<file path="src/rtl/cache_arb_pkg.sv">
// Shared types and constants for the two-port cache arbiter.
// The state enum drives the arbiter FSM; WD_W sizes the access watchdog.
package cache_arb_pkg;

    localparam int NUM_PORTS = 2;
    localparam int WD_W      = 16;

    typedef enum logic [1:0] {
        IDLE,
        ISSUE,
        WAIT,
        DONE
    } arb_state_e;

endpackage

</file>
<file path="src/rtl/cache_arb_rr.sv">
// Combinational two-way round-robin pick.
// When both ports request, the port that was not granted last wins.
module cache_arb_rr
    import cache_arb_pkg::*;
(
    input  logic [NUM_PORTS-1:0] req,
    input  logic                 last_gnt,
    output logic                 gnt,
    output logic                 valid
);

    always_comb begin
        valid = |req;
        gnt   = 1'b0;
        case (req)
            2'b01:   gnt = 1'b0;
            2'b10:   gnt = 1'b1;
            2'b11:   gnt = ~last_gnt;
            default: gnt = 1'b0;
        endcase
    end

endmodule

</file>
<file path="src/rtl/cache_port_arbiter.sv">
// Shares the single cache access port between instruction fetch (port 0)
// and load/store (port 1), with round-robin arbitration and an access watchdog.
module cache_port_arbiter
    import cache_arb_pkg::*;
#(
    parameter int DATA_W  = 32,
    parameter int ADDR_W  = 32,
    parameter int TIMEOUT = 255
) (
    input  logic              clk,
    input  logic              rst,
    input  logic              req0,
    input  logic              wr0,
    input  logic [ADDR_W-1:0] addr0,
    input  logic [DATA_W-1:0] wdata0,
    output logic              ack0,
    output logic [DATA_W-1:0] q0,
    output logic              err0,
    input  logic              req1,
    input  logic              wr1,
    input  logic [ADDR_W-1:0] addr1,
    input  logic [DATA_W-1:0] wdata1,
    output logic              ack1,
    output logic [DATA_W-1:0] q1,
    output logic              err1,
    output logic              mem_req,
    output logic              mem_wr,
    output logic [ADDR_W-1:0] mem_addr,
    output logic [DATA_W-1:0] mem_data,
    input  logic              mem_ready,
    input  logic [DATA_W-1:0] mem_q
);

    localparam logic [WD_W-1:0] LIMIT = WD_W'(TIMEOUT - 1);

    arb_state_e        state_q, state_d;
    logic              gnt_q, gnt_d;
    logic              last_gnt_q, last_gnt_d;
    logic              served_q, served_d;
    logic [WD_W-1:0]   cnt_q, cnt_d;
    logic              at_limit_q, at_limit_d;
    logic              timeout_q, timeout_d;
    logic              mem_wr_q, mem_wr_d;
    logic [ADDR_W-1:0] mem_addr_q, mem_addr_d;
    logic [DATA_W-1:0] mem_data_q, mem_data_d;
    logic [DATA_W-1:0] q0_q, q0_d;
    logic [DATA_W-1:0] q1_q, q1_d;

    logic rr_gnt;
    logic rr_valid;
    logic rr_last;

    // Until the first access completes, pretend port 1 went last so port 0 wins.
    assign rr_last = served_q ? last_gnt_q : 1'b1;

    cache_arb_rr u_rr (
        .req      ({req1, req0}),
        .last_gnt (rr_last),
        .gnt      (rr_gnt),
        .valid    (rr_valid)
    );

    always_comb begin
        state_d    = state_q;
        gnt_d      = gnt_q;
        last_gnt_d = last_gnt_q;
        served_d   = served_q;
        cnt_d      = cnt_q;
        at_limit_d = at_limit_q;
        timeout_d  = timeout_q;
        mem_wr_d   = mem_wr_q;
        mem_addr_d = mem_addr_q;
        mem_data_d = mem_data_q;
        q0_d       = q0_q;
        q1_d       = q1_q;

        case (state_q)
            IDLE: begin
                if (rr_valid) begin
                    gnt_d      = rr_gnt;
                    mem_wr_d   = rr_gnt ? wr1    : wr0;
                    mem_addr_d = rr_gnt ? addr1  : addr0;
                    mem_data_d = rr_gnt ? wdata1 : wdata0;
                    timeout_d  = 1'b0;
                    state_d    = ISSUE;
                end
            end
            ISSUE: begin
                cnt_d      = '0;
                at_limit_d = 1'b0;
                state_d    = WAIT;
            end
            WAIT: begin
                // A completion in the same cycle as the watchdog limit still counts as success.
                if (mem_ready) begin
                    if (!mem_wr_q) begin
                        if (gnt_q) q1_d = mem_q;
                        else       q0_d = mem_q;
                    end
                    state_d = DONE;
                end else if (at_limit_q) begin
                    timeout_d = 1'b1;
                    if (!mem_wr_q) begin
                        if (gnt_q) q1_d = '0;
                        else       q0_d = '0;
                    end
                    state_d = DONE;
                end else begin
                    if (cnt_q != '1) cnt_d = cnt_q + WD_W'(1);
                    at_limit_d = (cnt_q == LIMIT);
                end
            end
            DONE: begin
                last_gnt_d = gnt_q;
                served_d   = 1'b1;
                state_d    = IDLE;
            end
            default: state_d = IDLE;
        endcase
    end

    always_ff @(posedge clk or posedge rst) begin
        if (rst) begin
            state_q    <= IDLE;
            gnt_q      <= 1'b0;
            last_gnt_q <= 1'b0;
            served_q   <= 1'b0;
            cnt_q      <= '0;
            at_limit_q <= 1'b0;
            timeout_q  <= 1'b0;
            mem_wr_q   <= 1'b0;
            mem_addr_q <= '0;
            mem_data_q <= '0;
            q0_q       <= '0;
            q1_q       <= '0;
        end else begin
            state_q    <= state_d;
            gnt_q      <= gnt_d;
            last_gnt_q <= last_gnt_d;
            served_q   <= served_d;
            cnt_q      <= cnt_d;
            at_limit_q <= at_limit_d;
            timeout_q  <= timeout_d;
            mem_wr_q   <= mem_wr_d;
            mem_addr_q <= mem_addr_d;
            mem_data_q <= mem_data_d;
            q0_q       <= q0_d;
            q1_q       <= q1_d;
        end
    end

    assign mem_req  = (state_q == ISSUE);
    assign mem_wr   = mem_wr_q;
    assign mem_addr = mem_addr_q;
    assign mem_data = mem_data_q;
    assign ack0     = (state_q == DONE) && !gnt_q;
    assign ack1     = (state_q == DONE) &&  gnt_q;
    assign err0     = ack0 && timeout_q;
    assign err1     = ack1 && timeout_q;
    assign q0       = q0_q;
    assign q1       = q1_q;

endmodule

</file>
<file path="config.mk">
export PLATFORM = sky130hd
export DESIGN_NAME = cache_port_arbiter
export DESIGN_NICKNAME = d
export VERILOG_FILES = /design/src/rtl/cache_arb_pkg.sv /design/src/rtl/cache_arb_rr.sv /design/src/rtl/cache_port_arbiter.sv
export SDC_FILE = /design/constraint.sdc
export NUM_CORES = 1
export LEC_CHECK = 0
export ABC_CLOCK_PERIOD_IN_PS = 4300
export BUFFER_PORTS_ARGS = -buffer_cell sky130_fd_sc_hd__buf_2
export CELL_PAD_IN_SITES_DETAIL_PLACEMENT = 1
export CELL_PAD_IN_SITES_GLOBAL_PLACEMENT = 2
export CORE_ASPECT_RATIO = 0.8
export CORE_MARGIN = 1.5
export CORE_UTILIZATION = 25
export CTS_CLUSTER_DIAMETER = 80
export DETAILED_ROUTE_END_ITERATION = 8
export GPL_TIMING_DRIVEN = 0
export PLACE_DENSITY_LB_ADDON = 0.1
export SKIP_CTS_REPAIR_TIMING = 1
export SLEW_MARGIN = 20
export SYNTH_ARGS = -nofsm -noshare
export SYNTH_HDL_FRONTEND = slang
export SYNTH_HIERARCHICAL = 1
export SYNTH_SLANG_ARGS = --single-unit
</file>
<file path="constraint.sdc">
create_clock -name clk -period 4.3 [get_ports clk]
set_input_delay 0.43 -clock clk [delete_from_list [all_inputs] [get_ports clk]]
set_output_delay 0.43 -clock clk [all_outputs]
set_load 0.02 [all_outputs]
</file>
==> results.yml, run 1 <==
hold_path:
  hold_path.startpoint: "mem_q[16]"
  timing.hold.worst.class: "input pin to register"
  min_delay_worst_endpoint: "q1[16]"
  worst_hold_path.num_cells: 3
floorplanning:
  rows: 53
  die-area_sq_mm: 0.02785
  die_y_um: 149.6
  die_x_um: 186.2
  fp.coreArea_sq_mm: 0.02633
  pin_count: 301
  initial_core_util_pct: 25.50
timing:
  fmaxAchievable_mhz: 428.2
  setup_violations: 0
  worst_slew_pin_slew_ns: 0.8385
  postLayoutSetupSlackWorst_ns: 1.965
  fin_worst_skew_ns: 0.01372
  report.final.hold_viol_count: 0
  max_slew_margin_vs_limit_pct: 44.04
  grt_setup_unrepaired: "false"
  fin_tns_setup_ns: 0
  finalCritPeriodShare_pct: 54.31
  finalCriticalPeriod_ns: 2.335
  timing.final.max_slew_violations: 0
synthesis:
  yosysWarningCount: 6
  async_reset_ff_share_pct: 100.0
  combinational_family_with_the_most_area_after_synthesis: "simple AND/OR/NAND/NOR gates"
  syn_area_per_cell_sq_um: 9.901
  synth_seq_area_share_pct: 56.66
  synthTopCellsByArea: "dfrtp_1, o21ai_0, nand2_1"
  synthSimpleGateAreaFrac_pct: 15.06
  synth-xor-area-share_pct: 0
  synth_compound_area_share_pct: 14.24
  post_synthesis_cell_area_sq_mm: 0.006713
  syn-instance-count: 678
  synth_most_common_cell: "nand2_1"
  most_frequently_used_flop_master_after_synthesis: "dfrtp_1"
  ys_top_cells_by_count: "nand2_1, dfrtp_1, o21ai_0, mux2i_1, clkbuf_1"
  mappedNetlistNets: 851
  yosys.area.top_type: "dfrtp_1"
  synth_seq_cells: 152
  synth-edff-count: 0
  post_synth_mux_area_share_pct: 9.860
  synth_adder_area_share_pct: 1.118
  synth_cell_type_count: 46
  synth_top_area_share_pct: 56.66
global_route:
  grt_first_pass_wirelength_um: 37580
  vias_in_the_first_global_route: 6375
  grt.total_usage_pct: 18.00
  grt_remaining_overflow: 0
  grt_start_max_net_pins: 30
  grt_antenna_before_repair: 8
setup_path:
  critical_path_arrival_ns: 2.61
  endpoint_kind: "register"
  worst_r2r_path_depth: 7
  critical_path.startpoint_type: "register"
  r2r_setup_slack_ns: 1.96
  worstReg2RegStart: "state_q[0]"
  criticalPathCategory: "register to register"
  timing.critical_path.fanout_max: 10
  critical_path.reg2reg.endpoint: "q0[18]"
  critical_path_required_ns: 4.58
clock_tree:
  cts.path.max_buffers: 2
  h_tree_levels: 4
  insertion_delay_ns: 0.42
  ctsRootBufferMaster: "clkbuf_16"
  cts_sinks: 152
  tritoncts: "done"
  tritoncts.num_buffers: 17
  clk_pin_slew_worst_paths_ns: 0.07
detailed_routing:
  detail_route.wirelength_um: 24610
  vias_cell: 4.462
  detail_route.drc_violations: 0
  drt_iter0_drc: 152
  ant_nets: 0
  vias: 6144
  drt_first_pass_iters: 4
  detail_route.wl_per_cell_um: 17.88
finish:
  n_fill_cell: 3144
  layout-area-overhead-vs-synth_pct: 39.96
  nNetsFinal: 1176
  final_core_util_pct: 35.69
  final_layout_size_suffix_gt1_share_pct: 35.14
power:
  leakagePower_nw: 4.829
  power_density_mw_per_mm2: 715.7
  vdd_drop_max_v: 0.0002865
place:
  pre_cts_slack_ns: 1.779
  gp_congestion: 0.7295
  dp.final_hpwl_um: 19250
  port-buffer-count: 300
run_status:
  status: "finished, final reports clean"
run:
  drv.max_cap_violation_count: 0
-- cells by family after synthesis --
| group | after synthesis |
|---|---|
| fa+ha+maj | 6 |
| compound gates | 175 |
| mux | 66 |
| flops | 152 |
| buf+inv | 52 |
| simple gates | 227 |
-- per-stage QoR --
step / total power, W / area [sq um] / hold slack, ns / instances
floorplan: 0.004030 / 6716 / 0.4380 / 678
global placement: 0.005216 / 8665 / 0.4506 / 1335
detailed placement: 0.005257 / 8765 / 0.4460 / 1340
CTS: 0.006861 / 9375 / -0.02238 / 1372
global route: 0.007215 / 9385 / 0.2667 / 1373
finish: 0.006724 / 9395 / 0.2720 / 1377
-- cell type report --
class | instances | area, sq um | share of cell area [%]
antenna | 4 | 10.01 | 0.1065
buffer | 44 | 175.2 | 1.864
clock buffer | 19 | 452.9 | 4.821
clock inverter | 13 | 157.7 | 1.678
inverter | 8 | 33.78 | 0.3596
multi-input combinational | 474 | 2704 | 28.78
sequential | 152 | 3804 | 40.48
tap | 357 | 446.7 | 4.754
timing repair buffer | 306 | 1612 | 17.15
-- worst max-delay path, stage by stage (launching register included) --
cell       delay, ns
dfrtp_1         0.41
inv_1           0.09
ha_1            0.30
buf_2           0.30
o2111ai_1       0.45
clkbuf_1        0.39
nand2_1         0.14
o21ai_0         0.10
-- per-layer routing --
| metal | wire [um] | track usage, % |
|---|---|---|
| met1 | 11190 | 23.90 |
| met5 | 46 | 0 |
| met3 | 2123 | 6.668 |
| met4 | 172 | 3.629 |
| met2 | 11080 | 28.02 |
-- flip-flops by register name, summed over array words and instances, names as in the netlist --
signal,flops
q1,32
mem_wr,1
at_limit_q,1
cnt_q,16
gnt_q,1
mem_data,32
last_gnt_q,1
timeout_q,1
mem_addr,32
served_q,1
state_q,2
q0,32
-- power by group --
part	switching [W]	internal [W]
logic	0.00189	0.000885
clock network	0.000658	0.000904
registers	0.000350	0.00204
-- cells in the final DEF (no fill, tap or decap), types with 3 or more instances in the layout --
cell type | netlist | layout
buf_12 | 0 | 5
mux2i_1 | 65 | 65
a21oi_1 | 7 | 7
clkbuf_1 | 35 | 35
and2_1 | 4 | 4
and3_1 | 3 | 3
nor2_1 | 9 | 9
a31oi_1 | 6 | 6
clkinv_4 | 0 | 4
o21ai_0 | 140 | 140
o211ai_1 | 3 | 3
dfrtp_1 | 152 | 152
nand2b_1 | 5 | 5
buf_2 | 7 | 307
inv_1 | 8 | 7
ha_1 | 6 | 6
clkbuf_16 | 0 | 17
o31ai_1 | 4 | 4
nand4_1 | 3 | 3
diode_2 | 0 | 4
nand3_1 | 9 | 9
nand2_1 | 175 | 175
inv_6 | 0 | 5
-- worst max path at each step --
stage               startpoint            to  slack (ns)  cells past startpoint
floorplan                  rst    at_limit_q        1.95                      1
global placement           rst     cnt_q[12]        0.65                      2
finish              state_q[0]        q0[18]        1.96                      7
CTS                 state_q[0]  mem_data[24]        1.85                      7
detailed placement        req1  mem_data[24]        1.78                      7
global route        state_q[0]  mem_data[20]        1.70                      7
Note: power is estimated with default switching activity, not from simulation.
==> run 2, diff against run 1 <==
ABC_CLOCK_PERIOD_IN_PS = 1960   (was 4300)
clock period = 1.96 ns   (was 4.3 ns; I/O delays follow)
==> results.yml, run 2 (synthesized netlist as in run 1, its figures left out) <==
finish:
  layout_common_cells: "buf_2, nand2_1, dfrtp_1, o21ai_0, mux2i_1"
  n_fill_cell: 3139
  final_layout_size_suffix_gt1_share_pct: 39.02
  nNetsFinal: 1185
  seq_area_sq_mm: 0.003806
  layout-area-overhead-vs-synth_pct: 43.62
  layout.cells.most_common: "buf_2"
  final_cell_area_sq_mm: 0.009641
  final_cells: 1385
  multi_input_comb_area_sq_mm: 0.002795
  final_core_util_pct: 36.62
timing:
  fin_worst_skew_ns: 0.01339
  finalCriticalPeriod_ns: 1.962
  fin_tns_setup_ns: -0.001766
  postLayoutSetupSlackWorst_ns: -0.001766
  fmaxAchievable_mhz: 509.7
  finalCritPeriodShare_pct: 100.1
  report.final.hold_viol_count: 0
  worst_slew_pin_slew_ns: 0.6223
  timing.final.max_slew_violations: 0
  grt_setup_unrepaired: "true"
  max_slew_margin_vs_limit_pct: 58.52
  setup_violations: 1
clock_tree:
  cts.path.max_buffers: 2
  insertion_delay_ns: 0.42
  h_tree_levels: 4
  cts_sinks: 152
  tritoncts.num_buffers: 17
  clk_pin_slew_worst_paths_ns: 0.07
  ctsRootBufferMaster: "clkbuf_16"
  tritoncts: "done"
floorplanning:
  rows: 53
  initial_core_util_pct: 25.50
  pin_count: 301
  die_x_um: 186.2
  die_y_um: 149.6
  fp.coreArea_sq_mm: 0.02633
  die-area_sq_mm: 0.02785
run_status:
  status: "finished with violations"
  failed_checks: "setup timing"
place:
  dp.final_hpwl_um: 19250
  place_inst: 1340
  gp_congestion: 0.7295
  place_area_sq_mm: 0.008765
  port-buffer-count: 300
power:
  finalPower_w: 0.01502
  power_density_mw_per_mm2: 1558
  leakagePower_nw: 4.984
  vdd_drop_max_v: 0.0006264
run:
  drv.max_cap_violation_count: 0
global_route:
  grt_antenna_before_repair: 8
  grt_first_pass_wirelength_um: 37580
  grt.total_usage_pct: 18.00
  grt_start_max_net_pins: 30
  grt_remaining_overflow: 0
  vias_in_the_first_global_route: 6375
detailed_routing:
  detail_route.drc_violations: 0
  vias_cell: 4.478
  detail_route.wirelength_um: 24730
  vias: 6202
  detail_route.wl_per_cell_um: 17.85
  drt_first_pass_iters: 4
  ant_nets: 0
  drt_iter0_drc: 155
setup_path:
  critical_path.startpoint_type: "register"
  critical_path.reg2reg.endpoint: "cnt_q[5]"
  criticalPathCategory: "register to register"
  worstReg2RegStart: "state_q[0]"
  r2r_setup_slack_ns: -0.002
  timing.critical_path.fanout_max: 7
  critical_path_required_ns: 2.26
  endpoint_kind: "register"
  critical_path_arrival_ns: 2.26
  worst_r2r_path_depth: 7
hold_path:
  hold_path.startpoint: "mem_q[16]"
  timing.hold.worst.class: "input pin to register"
  worst_hold_path.num_cells: 3
  min_delay_worst_endpoint: "q1[16]"
[run 2: cell count changes in the layout (fill, tap and decap cells not counted), sizes merged]
cell | previous run | this run
buf | 313 | 323
clkbuf | 55 | 54
diode | 4 | 3
[run 2: final cells by class]
cell class	count	area share [%]
tap	357	4.633
clock buffer	19	4.698
multi-input combinational	474	28.99
inverter	8	0.3504
clock inverter	13	1.635
sequential	152	39.48
timing repair buffer	315	17.60
antenna	3	0.07787
buffer	44	2.531
[run 2: routing by layer]
layer	share of wire [%]	track usage (%)
met4	0.68	3.629
met2	46	28.02
met1	45	23.90
met3	8.6	6.668
met5	0.19	0
[run 2: how the worst max path moves through the flow]
stage	from	endpoint	slack [ns]	depth (start not counted)
2_1_floorplan	rst	at_limit_q	-0.15	1
4_1_cts	state_q[0]	mem_data[24]	-0.49	7
3_5_place_dp	state_q[0]	mem_data[24]	-0.48	7
6_report	state_q[0]	cnt_q[5]	-0.002	7
5_1_grt	state_q[0]	cnt_q[5]	-0.08	7
3_3_place_gp	rst	cnt_q[12]	-1.46	2
[run 2: report_power, final]
part | leakage, nW | total, W | internal (W) | switching [W]
logic | 2.73 | 0.00632 | 0.00213 | 0.00419
clock network | 0.297 | 0.00343 | 0.00198 | 0.00145
registers | 1.95 | 0.00526 | 0.00448 | 0.000779
total | 4.98 | 0.0150 | 0.00859 | 0.00642
[run 2: critical path: stages, from the launching register on]
cell     delay [ns]
dfrtp_1        0.42
inv_2          0.10
ha_4           0.18
or3b_4         0.43
buf_8          0.15
o31ai_2        0.22
nand2_1        0.07
o32a_1         0.28
[run 2: through the flow]
step | setup WS (ns) | hold slack [ns]
2_1_floorplan | -0.1529 | 0.3573
3_3_place_gp | -1.457 | 0.4506
3_5_place_dp | -0.4754 | 0.2120
4_1_cts | -0.4867 | -0.2564
5_1_grt | -0.07889 | 0.03269
6_report | -0.001766 | 0.03889
==> run 3, diff against run 2 <==
CORE_ASPECT_RATIO = not set   (was 0.8)
CORE_MARGIN = not set   (was 1.5)
SETUP_SLACK_MARGIN = 0.4   (was not set)
==> results.yml, run 3 (synthesized netlist as in run 1, its figures left out) <==
finish:
  layout.cells.most_common: "buf_2"
  n_fill_cell: 3072
  seq_area_sq_mm: 0.003805
  final_cell_area_sq_mm: 0.01039
  layout-area-overhead-vs-synth_pct: 54.82
  multi_input_comb_area_sq_mm: 0.003122
  layout_common_cells: "buf_2, nand2_1, dfrtp_1, o21ai_0, o21ai_1"
  final_layout_size_suffix_gt1_share_pct: 45.13
  nNetsFinal: 1208
floorplanning:
  die_y_um: 165.9
  pin_count: 301
  die-area_sq_mm: 0.02751
  fp.coreArea_sq_mm: 0.02621
  rows: 59
  initial_core_util_pct: 25.61
  die_x_um: 165.9
global_route:
  grt_antenna_before_repair: 2
  grt_remaining_overflow: 0
  grt.total_usage_pct: 18.10
  vias_in_the_first_global_route: 6631
  grt_start_max_net_pins: 31
  grt_first_pass_wirelength_um: 38470
detailed_routing:
  vias_cell: 4.547
  vias: 6293
  drt_first_pass_iters: 6
  drt_iter0_drc: 336
  detail_route.wl_per_cell_um: 18.17
  ant_nets: 0
  detail_route.wirelength_um: 25150
  detail_route.drc_violations: 34
run_status:
  status: "finished with violations"
  failed_checks: "DRC"
setup_path:
  critical_path_required_ns: 2.26
  worstReg2RegStart: "state_q[0]"
  critical_path.startpoint_type: "register"
  r2r_setup_slack_ns: 0.10
  worst_r2r_path_depth: 7
  criticalPathCategory: "register to register"
  critical_path_arrival_ns: 2.16
  endpoint_kind: "register"
  startpoint: "state_q[0]"
  timing.critical_path.fanout_max: 6
  critical_path.reg2reg.endpoint: "cnt_q[5]"
  endpoint: "cnt_q[5]"
clock_tree:
  clk_pin_slew_worst_paths_ns: 0.07
  cts_sinks: 152
  tritoncts.num_buffers: 17
  tritoncts: "done"
  insertion_delay_ns: 0.43
  h_tree_levels: 4
  cts.path.max_buffers: 2
  ctsRootBufferMaster: "clkbuf_16"
run:
  drv.max_cap_violation_count: 0
power:
  pwr-share-comb_pct: 45.1
  power_frac_clock_pct: 21.9
  vdd_drop_max_v: 0.0006463
  p_seq_share_pct: 33.1
  internal-power_w: 0.009113
  power_density_mw_per_mm2: 1526
  total_net_switching_power_w: 0.006749
  power.switching_fraction_pct: 42.55
  leakagePower_nw: 5.218
place:
  dp.final_hpwl_um: 18790
  gp_congestion: 0.7374
  place_area_sq_mm: 0.008825
  port-buffer-count: 300
timing:
  report.final.hold_viol_count: 0
  grt_setup_unrepaired: "true"
  fin_worst_skew_ns: 0.01425
  post_route_worst_hold_slack_ns: 0.03565
  max_slew_margin_vs_limit_pct: 45.33
  timing.final.max_slew_violations: 0
  finalCritPeriodShare_pct: 94.68
  worst_slew_pin_slew_ns: 0.8201
  setup_violations: 0
  fmaxAchievable_mhz: 538.9
  finalCriticalPeriod_ns: 1.856
hold_path:
  timing.hold.worst.class: "input pin to register"
## run 3: cell types whose count changed in the layout (fill, tap and decap cells not counted), sizes merged
cell      change
buf          +28
clkinvlp      -1
clkinv        +2
o2111ai       +1
diode         -2
clkbuf        -7
## run 3: worst min path at each step
| stage | startpoint | to | slack [ns] | cells past startpoint |
|---|---|---|---|---|
| floorplan | mem_q[1] | q0[1] | 0.36 | 2 |
| global placement | served_q | served_q | 0.45 | 1 |
| detailed placement | rst | q0[26] | 0.29 | 2 |
| CTS | rst | q0[22] | -0.18 | 2 |
| global route | wdata0[14] | mem_data[14] | 0.04 | 3 |
| finish | mem_q[20] | q1[20] | 0.04 | 3 |
## run 3: final cells by class
| cell class | count | area share (%) |
|---|---|---|
| diodes | 1 | 0.02408 |
| plain buffers | 44 | 3.636 |
| clock buffers | 18 | 4.226 |
| clock inverters | 14 | 1.770 |
| inverters | 8 | 0.3251 |
| multi-input cells | 475 | 30.04 |
| flip-flops and latches | 152 | 36.61 |
| well taps | 335 | 4.033 |
| repair buffers | 337 | 19.34 |
## run 3: critical path, cell delays in order, from the launching register on
cell,delay (ns)
dfrtp_1,0.42
inv_2,0.10
ha_4,0.15
or3b_4,0.41
buf_12,0.15
o31ai_4,0.16
nand2_1,0.08
o32a_1,0.27
## run 3: power groups by stage
stage | Clock (W) | Sequential (W) | Combinational (W)
after global routing | 0.00370 | 0.00545 | 0.00783
after detailed placement | 0 | 0.00529 | 0.00636
after global placement | 0 | 0.00524 | 0.00630
after CTS | 0.00357 | 0.00524 | 0.00636
after floorplan | 0 | 0.00676 | 0.00219
final | 0.00347 | 0.00524 | 0.00715
## run 3: through the flow
stage	power (W)	worst slack, ns	setup TNS [ns]	utilization (%)	cells
after global routing	0.01698	0.008744	0	39.65	1383
after global placement	0.01154	-1.465	-233.32	33.29	1313
after detailed placement	0.01165	-0.3031	-17.45	33.67	1318
after floorplan	0.008952	-0.1529	-23.25	-	678
final	0.01586	0.1044	0	39.66	1384
after CTS	0.01518	-0.3065	-17.63	36.05	1350
## run 3: per-layer routing
metal / wire [um] / part of all wire [%] / global-route usage [%]
met1: 11100 / 44 / 23.28
met2: 11910 / 47 / 29.66
met3: 1882 / 7.5 / 5.672
met4: 243 / 0.97 / 4.185
met5: 13 / 0.052 / 0
